--- config.mk ---
export PLATFORM = sky130hd
export DESIGN_NAME = snake_body_engine
export DESIGN_NICKNAME = d
export VERILOG_FILES = /design/src/rtl/snake_pkg.sv /design/src/rtl/snake_seg_ram.sv /design/src/rtl/snake_body_engine.sv
export SDC_FILE = /design/constraint.sdc
export NUM_CORES = 1
export LEC_CHECK = 0
export BUFFER_PORTS_ARGS = -buffer_cell sky130_fd_sc_hd__buf_2
export CORE_AREA = 2 2 261 263
export CTS_CLUSTER_DIAMETER = 60
export DETAILED_ROUTE_END_ITERATION = 16
export DIE_AREA = 0 0 263 265
export MAX_ROUTING_LAYER = met4
export PLACE_DENSITY = 0.79
export SLEW_MARGIN = 10
export SYNTH_ARGS = -nofsm -noshare
export SYNTH_HDL_FRONTEND = slang
export SYNTH_HIERARCHICAL = 1
export SYNTH_SLANG_ARGS = --single-unit
--- constraint.sdc ---
create_clock -name clk -period 4.94 [get_ports clk]
set_input_delay 0.988 -clock clk [delete_from_list [all_inputs] [get_ports clk]]
set_output_delay 0.988 -clock clk [all_outputs]
set_load 0.01 [all_outputs]
--- src/rtl/snake_pkg.sv ---
// Shared types and helpers for the snake body engine.
package snake_pkg;

  typedef enum logic [1:0] {
    DIR_UP    = 2'b00,
    DIR_DOWN  = 2'b01,
    DIR_LEFT  = 2'b10,
    DIR_RIGHT = 2'b11
  } dir_t;

  typedef enum logic [3:0] {
    S_IDLE,
    S_INIT,
    S_READY,
    S_MOVE,
    S_SCAN,
    S_ERASE,
    S_WRITE,
    S_DRAW,
    S_DEAD
  } state_t;

  // Pixel origin of a cell; the caller truncates to its port width.
  function automatic logic [31:0] cell_to_px(input logic [31:0] cell_idx, input int unsigned cell_px);
    return cell_idx * cell_px;
  endfunction

  // Opposite heading: up<->down and left<->right differ only in bit 0.
  function automatic dir_t dir_reverse(input dir_t d);
    return dir_t'({d[1], ~d[0]});
  endfunction

endpackage

--- src/rtl/snake_seg_ram.sv ---
// Segment store: single-port synchronous RAM, read-before-write, one-cycle read latency.
module snake_seg_ram #(
  parameter int DEPTH = 64,
  parameter int W     = 11
) (
  input  logic                     clk,
  input  logic                     we,
  input  logic [$clog2(DEPTH)-1:0] addr,
  input  logic [W-1:0]             wdata,
  output logic [W-1:0]             rdata
);

  logic [W-1:0] mem [DEPTH];

  // Registered read of the old contents, then optional write to the same address.
  always_ff @(posedge clk) begin
    rdata <= mem[addr];
    if (we) mem[addr] <= wdata;
  end

endmodule

--- src/rtl/snake_body_engine.sv ---
// Snake body engine: circular segment buffer, collision checks, growth and plot commands.
module snake_body_engine
  import snake_pkg::*;
#(
  parameter int GRID_W   = 40,
  parameter int GRID_H   = 30,
  parameter int CELL     = 4,
  parameter int MAX_LEN  = 64,
  parameter int INIT_LEN = 3,
  parameter int WRAP     = 1
) (
  input  logic                              clk,
  input  logic                              rst,
  input  logic                              start,
  input  logic                              step,
  input  logic [1:0]                        dir,
  input  logic [$clog2(GRID_W)-1:0]         food_x,
  input  logic [$clog2(GRID_H)-1:0]         food_y,
  output logic                              busy,
  output logic                              dead,
  output logic                              ate,
  output logic [$clog2(MAX_LEN+1)-1:0]      length,
  output logic [$clog2(GRID_W)-1:0]         head_x,
  output logic [$clog2(GRID_H)-1:0]         head_y,
  output logic                              cmd_valid,
  input  logic                              cmd_ready,
  output logic                              cmd_erase,
  output logic [$clog2(GRID_W*CELL)-1:0]    cmd_x,
  output logic [$clog2(GRID_H*CELL)-1:0]    cmd_y
);

  localparam int XW  = $clog2(GRID_W);
  localparam int YW  = $clog2(GRID_H);
  localparam int LW  = $clog2(MAX_LEN+1);
  localparam int PW  = $clog2(MAX_LEN);
  localparam int PXW = $clog2(GRID_W*CELL);
  localparam int PYW = $clog2(GRID_H*CELL);

  localparam logic [XW-1:0] CX    = XW'(GRID_W/2);
  localparam logic [YW-1:0] CY    = YW'(GRID_H/2);
  localparam logic [XW-1:0] X_MAX = XW'(GRID_W-1);
  localparam logic [YW-1:0] Y_MAX = YW'(GRID_H-1);
  localparam logic [LW-1:0] MAX_L = LW'(MAX_LEN);
  localparam logic [LW-1:0] K_END = LW'(INIT_LEN);

  function automatic logic [PW-1:0] ptr_inc(input logic [PW-1:0] p);
    return (p == PW'(MAX_LEN-1)) ? '0 : p + PW'(1);
  endfunction

  state_t          state, state_d;
  dir_t            dir_q, eff_dir;
  logic [PW-1:0]   hd_ptr, tl_ptr, scan_ptr;
  logic [LW-1:0]   scan_left, k;
  logic            rd_vld_p1, er_ph;
  logic [XW-1:0]   nx, nxt_x;
  logic [YW-1:0]   ny, nxt_y, init_y;
  logic            grow, wall, eat_c, grow_c, hit, issue;
  logic            ram_we;
  logic [PW-1:0]   ram_addr;
  logic [XW+YW-1:0] ram_wdata, ram_rdata;

  snake_seg_ram #(.DEPTH(MAX_LEN), .W(XW+YW)) u_ram (
    .clk   (clk),
    .we    (ram_we),
    .addr  (ram_addr),
    .wdata (ram_wdata),
    .rdata (ram_rdata)
  );

  assign busy   = !(state == S_IDLE || state == S_READY || state == S_DEAD);
  assign issue  = !cmd_valid || cmd_ready;
  assign init_y = CY + YW'(k);
  assign hit    = rd_vld_p1 && (ram_rdata == {nx, ny});
  assign eat_c  = (nxt_x == food_x) && (nxt_y == food_y);
  assign grow_c = eat_c && (length < MAX_L);

  // Heading filter (reversal ignored) and next head cell with wrap/wall handling.
  always_comb begin
    eff_dir = dir_t'(dir);
    if (dir_t'(dir) == dir_reverse(dir_q)) eff_dir = dir_q;
    nxt_x = head_x;
    nxt_y = head_y;
    wall  = 1'b0;
    case (eff_dir)
      DIR_UP:    if (head_y == '0)    begin nxt_y = Y_MAX; wall = (WRAP == 0); end
                 else nxt_y = head_y - YW'(1);
      DIR_DOWN:  if (head_y == Y_MAX) begin nxt_y = '0;    wall = (WRAP == 0); end
                 else nxt_y = head_y + YW'(1);
      DIR_LEFT:  if (head_x == '0)    begin nxt_x = X_MAX; wall = (WRAP == 0); end
                 else nxt_x = head_x - XW'(1);
      DIR_RIGHT: if (head_x == X_MAX) begin nxt_x = '0;    wall = (WRAP == 0); end
                 else nxt_x = head_x + XW'(1);
      default: ;
    endcase
  end

  // Next-state and segment RAM port control.
  always_comb begin
    state_d   = state;
    ram_we    = 1'b0;
    ram_addr  = scan_ptr;
    ram_wdata = {nx, ny};
    case (state)
      S_IDLE:  if (start) state_d = S_INIT;
      S_INIT: begin
        if (issue && k != K_END) begin
          ram_we    = 1'b1;
          ram_addr  = PW'(INIT_LEN-1) - k[PW-1:0];
          ram_wdata = {CX, init_y};
        end
        if (issue && k == K_END) state_d = S_READY;
      end
      S_READY: begin
        if (start)     state_d = S_INIT;
        else if (step) state_d = S_MOVE;
      end
      S_MOVE:  state_d = wall ? S_DEAD : S_SCAN;
      S_SCAN: begin
        if (hit) state_d = S_DEAD;
        else if (scan_left == '0 && !rd_vld_p1) state_d = grow ? S_WRITE : S_ERASE;
      end
      S_ERASE: begin
        ram_addr = tl_ptr;
        if (er_ph && cmd_valid && cmd_ready) state_d = S_WRITE;
      end
      S_WRITE: begin
        ram_we   = 1'b1;
        ram_addr = ptr_inc(hd_ptr);
        state_d  = S_DRAW;
      end
      S_DRAW:  if (cmd_ready) state_d = S_READY;
      S_DEAD:  if (start) state_d = S_INIT;
      default: state_d = S_IDLE;
    endcase
  end

  // State register.
  always_ff @(posedge clk) begin
    if (rst) state <= S_IDLE;
    else     state <= state_d;
  end

  // Move candidate captured once per step; no reset needed on these datapath registers.
  always_ff @(posedge clk) begin
    if (state == S_MOVE) begin
      nx   <= nxt_x;
      ny   <= nxt_y;
      grow <= grow_c;
    end
  end

  // Control registers, pointers, status outputs and the plot command slot.
  always_ff @(posedge clk) begin
    if (rst) begin
      cmd_valid <= 1'b0;
      cmd_erase <= 1'b0;
      cmd_x     <= '0;
      cmd_y     <= '0;
      dead      <= 1'b0;
      ate       <= 1'b0;
      length    <= '0;
      head_x    <= '0;
      head_y    <= '0;
      hd_ptr    <= '0;
      tl_ptr    <= '0;
      dir_q     <= DIR_UP;
      k         <= '0;
      scan_ptr  <= '0;
      scan_left <= '0;
      rd_vld_p1 <= 1'b0;
      er_ph     <= 1'b0;
    end else begin
      ate <= 1'b0;
      case (state)
        S_IDLE, S_READY, S_DEAD: begin
          if (start) begin
            k      <= '0;
            dead   <= 1'b0;
            dir_q  <= DIR_UP;
            hd_ptr <= PW'(INIT_LEN-1);
            tl_ptr <= '0;
            head_x <= CX;
            head_y <= CY;
          end
        end
        S_INIT: begin
          if (issue) begin
            if (k != K_END) begin
              cmd_valid <= 1'b1;
              cmd_erase <= 1'b0;
              cmd_x     <= PXW'(cell_to_px(32'(CX), CELL));
              cmd_y     <= PYW'(cell_to_px(32'(init_y), CELL));
              k         <= k + LW'(1);
            end else begin
              cmd_valid <= 1'b0;
              length    <= K_END;
            end
          end
        end
        S_MOVE: begin
          dir_q <= eff_dir;
          if (wall) begin
            dead <= 1'b1;
          end else begin
            ate       <= eat_c;
            rd_vld_p1 <= 1'b0;
            er_ph     <= 1'b0;
            if (grow_c) begin
              scan_ptr  <= tl_ptr;
              scan_left <= length;
            end else begin
              scan_ptr  <= ptr_inc(tl_ptr);
              scan_left <= length - LW'(1);
            end
          end
        end
        S_SCAN: begin
          rd_vld_p1 <= (scan_left != '0);
          if (scan_left != '0) begin
            scan_ptr  <= ptr_inc(scan_ptr);
            scan_left <= scan_left - LW'(1);
          end
          if (hit) dead <= 1'b1;
        end
        S_ERASE: begin
          if (!er_ph) begin
            er_ph <= 1'b1;
          end else if (!cmd_valid) begin
            cmd_valid <= 1'b1;
            cmd_erase <= 1'b1;
            cmd_x     <= PXW'(cell_to_px(32'(ram_rdata[XW+YW-1:YW]), CELL));
            cmd_y     <= PYW'(cell_to_px(32'(ram_rdata[YW-1:0]), CELL));
          end else if (cmd_ready) begin
            cmd_valid <= 1'b0;
            tl_ptr    <= ptr_inc(tl_ptr);
          end
        end
        S_WRITE: begin
          hd_ptr    <= ptr_inc(hd_ptr);
          head_x    <= nx;
          head_y    <= ny;
          if (grow) length <= length + LW'(1);
          cmd_valid <= 1'b1;
          cmd_erase <= 1'b0;
          cmd_x     <= PXW'(cell_to_px(32'(nx), CELL));
          cmd_y     <= PYW'(cell_to_px(32'(ny), CELL));
        end
        S_DRAW: if (cmd_ready) cmd_valid <= 1'b0;
        default: ;
      endcase
    end
  end

endmodule

==> results.toml, run 1 <==
[setup_path]
slowest_stage = "dfxtp_1"
cp.required_ps = 5450
max_stage_delay_ps = 590
crit_path_start_kind = "flip-flop"
worstSetupEndpointType = "flip-flop"
crit_type = "flip-flop to flip-flop"
crit_fanout = 38
worstPathArrival_ps = 5230
path_cells = "ha_1 > nand3_1 > nor2b_1 > buf_4 > a221oi_1 > nand2_4 > and2_2 > buf_4 > a22oi_1 > a21oi_1 > o21ai_0 > nand3_1 > or3_1"

[timing]
fmax_mhz = 212
setup_viol = 0
timing.final.ws_setup_ps = 218
rsz0062_at_grt = "no"
drv_slew = 0
finClkSkew_ps = 22.4
hold_violations = 0
fin_crit_ps = 4720
period_share_pct = 95.6
slew_headroom_pct = 22.0
tightest_slew_ps = 1170

[grt]
grt_usage_pct = 28.3
grt_pass1_vias = 21900
grt_pass1_wl_um = 143000
grt_max_degree = 69
grt_antenna_before_repair = 1
overflow = 0

[die]
core-area_um2 = 66800
die_y_um = 265
fp-row-count = 95
io_pins = 56
die_w_um = 263
die_area_um2 = 69700
start_util_pct = 49.7

[finish]
final_cells = 3450
final_layout_size_suffix_gt1_share_pct = 16.3
nets = 2545
final_util_pct = 56.8
area_growth_pct = 14.3
antenna_cells = 0

[cts]
ctsLongestPathBuffers = 3
cts_resized = 0
tritoncts = "yes"
postCtsHoldBufs = 0
clock_tree.root_cell = "clkbuf_16"
post_cts_buffers = 0
path_clk_slew_ps = 60
cts_made_buffers = 81
insertion_delay_ps = 640
htree_levels = 3
cts_sinks = 800

[power]
irDropWorstVdd_mv = 0.353
powerDensity_nw_per_um2 = 583
p_leak_nw = 12.3

[routing]
dr.pass1.iters = 6
viasPerCell = 6.59
initialDrtViolationCount = 3278
drc = 0
drt.antenna.violating_nets = 0
postRouteWirelength_um = 96600
num_vias = 22700
wl_per_cell_um = 28.0

[synthesis]
syn_area_per_cell_um2 = 14.0
synth_top_area_share_pct = 64.7
synth.distinct_cells = 80
ys.flop_type = "edfxtp_1"
yosysMostFrequentCell = "edfxtp_1"
syn_area_um2 = 33200
syn_inst = 2374
synth_enable_flop_cells = 716
synth-seq-cells = 800
synth_commonest_cells = "716 x edfxtp_1, 185 x nor2_1, 173 x a22oi_1, 125 x a21oi_1, 102 x nand2_1"
seq_area_frac_synth_pct = 69.8
synth_area_leaders = "edfxtp_1 65%, dfxtp_1 5.1%, a22oi_1 3.9%"
yosys_warnings = 6
async_reset_ff_share_pct = 0
synth_largest_area_cell = "edfxtp_1"

[job]
maxCapViolations = 0

[placed_design]
placedCellCount = 3303
gp_congestion = 0.989
dpl_worst_slack_ps = 235
hpwl_um = 62800
place.port_buffers = 51

[hold_path]
hold_class = "flip-flop to flip-flop"

[run_status]
outcome = "complete, no violations"
## per-layer routing
metal  share of wire [%]  vias to the layer above  global-route usage (%)
met5                   0                        -                       -
met4                 4.8                        0                    12.4
met3                  10                      278                    4.79
met2                  47                     1503                    43.8
met1                  38                    11300                    37.3
li1                    -                     9680                       -
## where the power goes
group | switching [mW] | total, mW | internal [mW]
sequential | 0.313 | 8.51 | 8.20
combinational | 5.08 | 7.61 | 2.53
clock | 2.55 | 6.00 | 3.45
## flip-flops by register name (all words and copies together), names as in the netlist, 7 cells and up
signal	count
length	7
scan_left	7
u_ram/mem	704
k	7
u_ram/rdata	11
## logic make-up after synthesis
logic type | Yosys count | synth area share (%)
flops | 800 | 69.8
compound gates | 681 | 14.2
simple gates | 528 | 7.66
buf+inv | 196 | 2.65
mux | 107 | 3.99
xor+xnor | 47 | 1.24
fa+ha+maj | 14 | 0.527
other cells | 1 | 0.0113
## layout make-up
type,instances,area (um2)
Timing Repair Buffer,229,1740
Sequential cell,800,23200
Fill cell,5190,28800
Clock buffer,106,2180
Clock inverter,41,399
Inverter,20,75.1
Tap cell,873,1090
Multi-Input combinational cell,1381,9300
## final timing paths
kind	end	cells after the start	from	slack (ps)
max	u_ram/rdata[8]$_DFF_P_	13	k[0]$_SDFFE_PP0P_	220
min reg2reg	cmd_y[4]$_SDFFE_PP0P_	2	cmd_y[4]$_SDFFE_PP0P_	510
min	cmd_y[4]$_SDFFE_PP0P_	2	cmd_y[4]$_SDFFE_PP0P_	510
max reg2reg	u_ram/rdata[8]$_DFF_P_	13	k[0]$_SDFFE_PP0P_	220
## placed cells by master (no fill, tap or decap), types with 51 or more instances in the layout
cell type and n:
mux2i_1 63, o22ai_1 53, a22oi_1 173, nor2_1 184, nand2_1 100, dfxtp_1 84
buf_2 51, a21oi_1 124, edfxtp_1 716, o21ai_0 92, clkbuf_16 83, a221oi_1 73
buf_4 167
## critical path, delay by kind of cell (launching register included)
| kind | cells | cell delay [ps] |
|---|---|---|
| compound gates | 4 | 1130 |
| fa+ha+maj | 1 | 400 |
| buf+inv | 2 | 500 |
| flops | 1 | 590 |
| simple gates | 6 | 1950 |
## stage by stage
stage	instance area (um2)	hold slack (ps)	power [mW]	setup TNS (ps)
finish	38000	509	22.1	0
global route	38000	533	22.9	0
CTS	38000	509	22.0	0
detailed placement	35400	493	16.1	0
global placement	35400	484	15.9	0
floorplan	33200	461	13.1	-29220
(Power assumes the default switching activity.)
==> inputs of run 2 (changes only) <==
- CORE_AREA: 2 2 261 263 -> 2 2 294 296
- DIE_AREA: 0 0 263 265 -> 0 0 296 298
- PLACE_DENSITY: 0.79 -> 0.67
- SYNTH_HIERARCHICAL: 1 -> not set
==> run 2 against run 1 <==
  * Non-clock buffer count is 9 higher
  * Via count grew 2.3%
  * Final area up 1.1%
  * Cell count is 9.4% higher
  * Flip-flop and latch count unchanged
  * Largest cell class unchanged
==> results.toml, run 2 <==
[timing]
finalSetupTns_ps = 0
period_share_pct = 98.2
tightest_slew_ps = 1280
finClkSkew_ps = 58.6
rsz0062_at_grt = "no"
slew_headroom_pct = 14.6
fin_crit_ps = 4850
setup_viol = 0
drv_slew = 0
hold_violations = 0
fmax_mhz = 206

[die]
core-area_um2 = 84900
die_w_um = 296
die_area_um2 = 88200
die_y_um = 298
fp-row-count = 107
io_pins = 56
start_util_pct = 38.8

[setup_path]
path_cells = "buf_4 > nor2b_1 > o2111ai_2 > a311oi_4 > buf_12 > nor4_4 > buf_4 > a22o_1 > a211oi_1 > a21oi_1 > nor4_1 > nand3_1"
cp.required_ps = 5420
crit_fanout = 42
ff2ff_path_depth = 12
r2r-start = "state[0]$_SDFFE_PP0P_"
cp_common_cell = "buf_4"
max_stage_delay_ps = 820
worstSetupEndpointType = "flip-flop"
worstPathArrival_ps = 5330
endpoint = "u_ram.rdata[2]$_DFF_P_"
crit_type = "flip-flop to flip-flop"
crit_path_start_kind = "flip-flop"
startpoint = "state[0]$_SDFFE_PP0P_"
r2r_end = "u_ram.rdata[2]$_DFF_P_"
ff2ff_setup_slack_ps = 90
slowest_stage = "nor4_1"

[grt]
grt_pass1_vias = 22000
grt_pass1_wl_um = 151000
grt_usage_pct = 24.0
grt_max_degree = 65
grt_antenna_before_repair = 1
overflow = 0

[placed_design]
place.port_buffers = 51
hpwl_um = 67400
gp_congestion = 0.946
placed_area_um2 = 35700

[finish]
final_layout_size_suffix_gt1_share_pct = 16.4
final_area_um2 = 38400
final_cell_mix = "716 x edfxtp_1, 253 x nand2_1, 178 x buf_4"
layout_commonest_cell = "edfxtp_1"
top_register = "u_ram.mem"
largest_reg_flops = 704
nets = 2591
area_growth_pct = 16.4
reg.largest.list = "u_ram.mem: 704 flops, u_ram.rdata: 11 flops"

[synthesis]
syn_inst = 2385
syn_area_um2 = 33000
synth-seq-cells = 800
synth_commonest_cells = "716 x edfxtp_1, 253 x nand2_1, 177 x nor2_1, 133 x a21oi_1, 84 x dfxtp_1"
seq_area_frac_synth_pct = 70.3
synth.distinct_cells = 100
async_reset_ff_share_pct = 0
ys.flop_type = "edfxtp_1"
synth_largest_area_cell = "edfxtp_1"
synth_enable_flop_cells = 716
synth_area_leaders = "edfxtp_1 65%, dfxtp_1 5.1%, nand2_1 2.9%"
synth-simple-area-share_pct = 8.78
yosysMostFrequentCell = "edfxtp_1"
synthMuxAreaShare_pct = 2.47
synth_top_family_by_area = "compound AO/OA/AOI/OAI gates"
yosys_warnings = 0
synth_compound_area_share_pct = 14.3
syn_area_per_cell_um2 = 13.8
synth_xor_area_share_pct = 1.13
synth_top_area_share_pct = 65.2
synth_fa_ha_area_share_pct = 0.531

[power]
p_leak_nw = 12.5
powerDensity_nw_per_um2 = 535
irDropWorstVdd_mv = 0.289

[job]
maxCapViolations = 0

[cts]
htree_levels = 3
clock_tree.root_cell = "clkbuf_16"
cts_resized = 0
tritoncts = "yes"
path_clk_slew_ps = 60
ctsLongestPathBuffers = 3
insertion_delay_ps = 670
cts_sinks = 800
cts_made_buffers = 84
postCtsHoldBufs = 0
post_cts_buffers = 0

[routing]
postRouteWirelength_um = 105000
wl_per_cell_um = 27.8
dr.pass1.iters = 8
drc = 0
drt.antenna.violating_nets = 0
viasPerCell = 6.16
num_vias = 23300
initialDrtViolationCount = 3862

[hold_path]
hold_class = "flip-flop to flip-flop"

[run_status]
outcome = "complete, no violations"
[run 2: cell count changes in the layout (fill, tap and decap cells not counted), moves of 31 or more]
cell      change
a31oi_1      +40
o21ai_0      -46
a222oi_1     +58
a22oi_1     -100
o22ai_1      -35
a221oi_1     -31
nand2_1     +153
[run 2: routing by layer]
metal / part of all wire, % / track usage [%] / up-vias
met5: 0 / - / -
met4: 4.3 / 9.20 / 0
met3: 11 / 5.22 / 281
met2: 46 / 36.0 / 1602
met1: 39 / 31.9 / 11600
li1: - / - / 9781
[run 2: metrics by stage]
stage,util [%],cells,hold slack (ps),power (mW),worst slack (ps)
3_3_place_gp,42.0,3617,471,14.2,254
5_1_grt,45.2,3775,509,21.1,28.0
6_report,45.2,3775,496,20.5,89.5
3_5_place_dp,42.0,3617,490,14.3,151
4_1_cts,45.2,3774,497,20.4,280
2_1_floorplan,-,2388,462,11.6,17.6
[run 2: kinds of logic (layout without fill, tap and decap cells)]
| kind of cell | count (synthesis) | in the layout |
|---|---|---|
| other cells | 1 | 5 |
| compound gates | 630 | 630 |
| fa+ha+maj | 14 | 14 |
| buf+inv | 187 | 429 |
| simple gates | 633 | 633 |
| flops | 800 | 800 |
| mux | 79 | 79 |
| xor+xnor | 41 | 41 |
[run 2: area by class of cell]
type	instances	area [um2]
multi-input combinational	1401	9160
timing repair buffer	238	1770
inverter	34	128
sequential	800	23200
fill	7493	46500
clock inverter	48	454
clock buffer	109	2270
antenna	1	2.50
tap	1144	1430
[run 2: worst min-delay path by stage]
stage | start | end | slack, ps | depth (start not counted)
2_1_floorplan | rd_vld_p1$_SDFFE_PP0P_ | rd_vld_p1$_SDFFE_PP0P_ | 460 | 2
3_3_place_gp | cmd_y[5]$_SDFFE_PP0P_ | cmd_y[5]$_SDFFE_PP0P_ | 470 | 2
3_5_place_dp | dead$_SDFFE_PP0P_ | dead$_SDFFE_PP0P_ | 490 | 2
4_1_cts | rd_vld_p1$_SDFFE_PP0P_ | rd_vld_p1$_SDFFE_PP0P_ | 500 | 2
5_1_grt | dead$_SDFFE_PP0P_ | dead$_SDFFE_PP0P_ | 510 | 2
6_report | rd_vld_p1$_SDFFE_PP0P_ | rd_vld_p1$_SDFFE_PP0P_ | 500 | 2
[run 2: power breakdown]
group | switching [mW] | internal (mW) | leakage (nW)
Clock | 2.71 | 3.45 | 1.31
Combinational | 4.10 | 1.74 | 4.07
Sequential | 0.278 | 8.26 | 7.13
[run 2: critical path, delay by kind of cell (launching register included)]
kind / cells / cell delay, ps
flip-flops: 1 / 640
buffers and inverters: 3 / 860
AO/OA/AOI/OAI: 5 / 1660
AND/OR/NAND/NOR: 4 / 1530
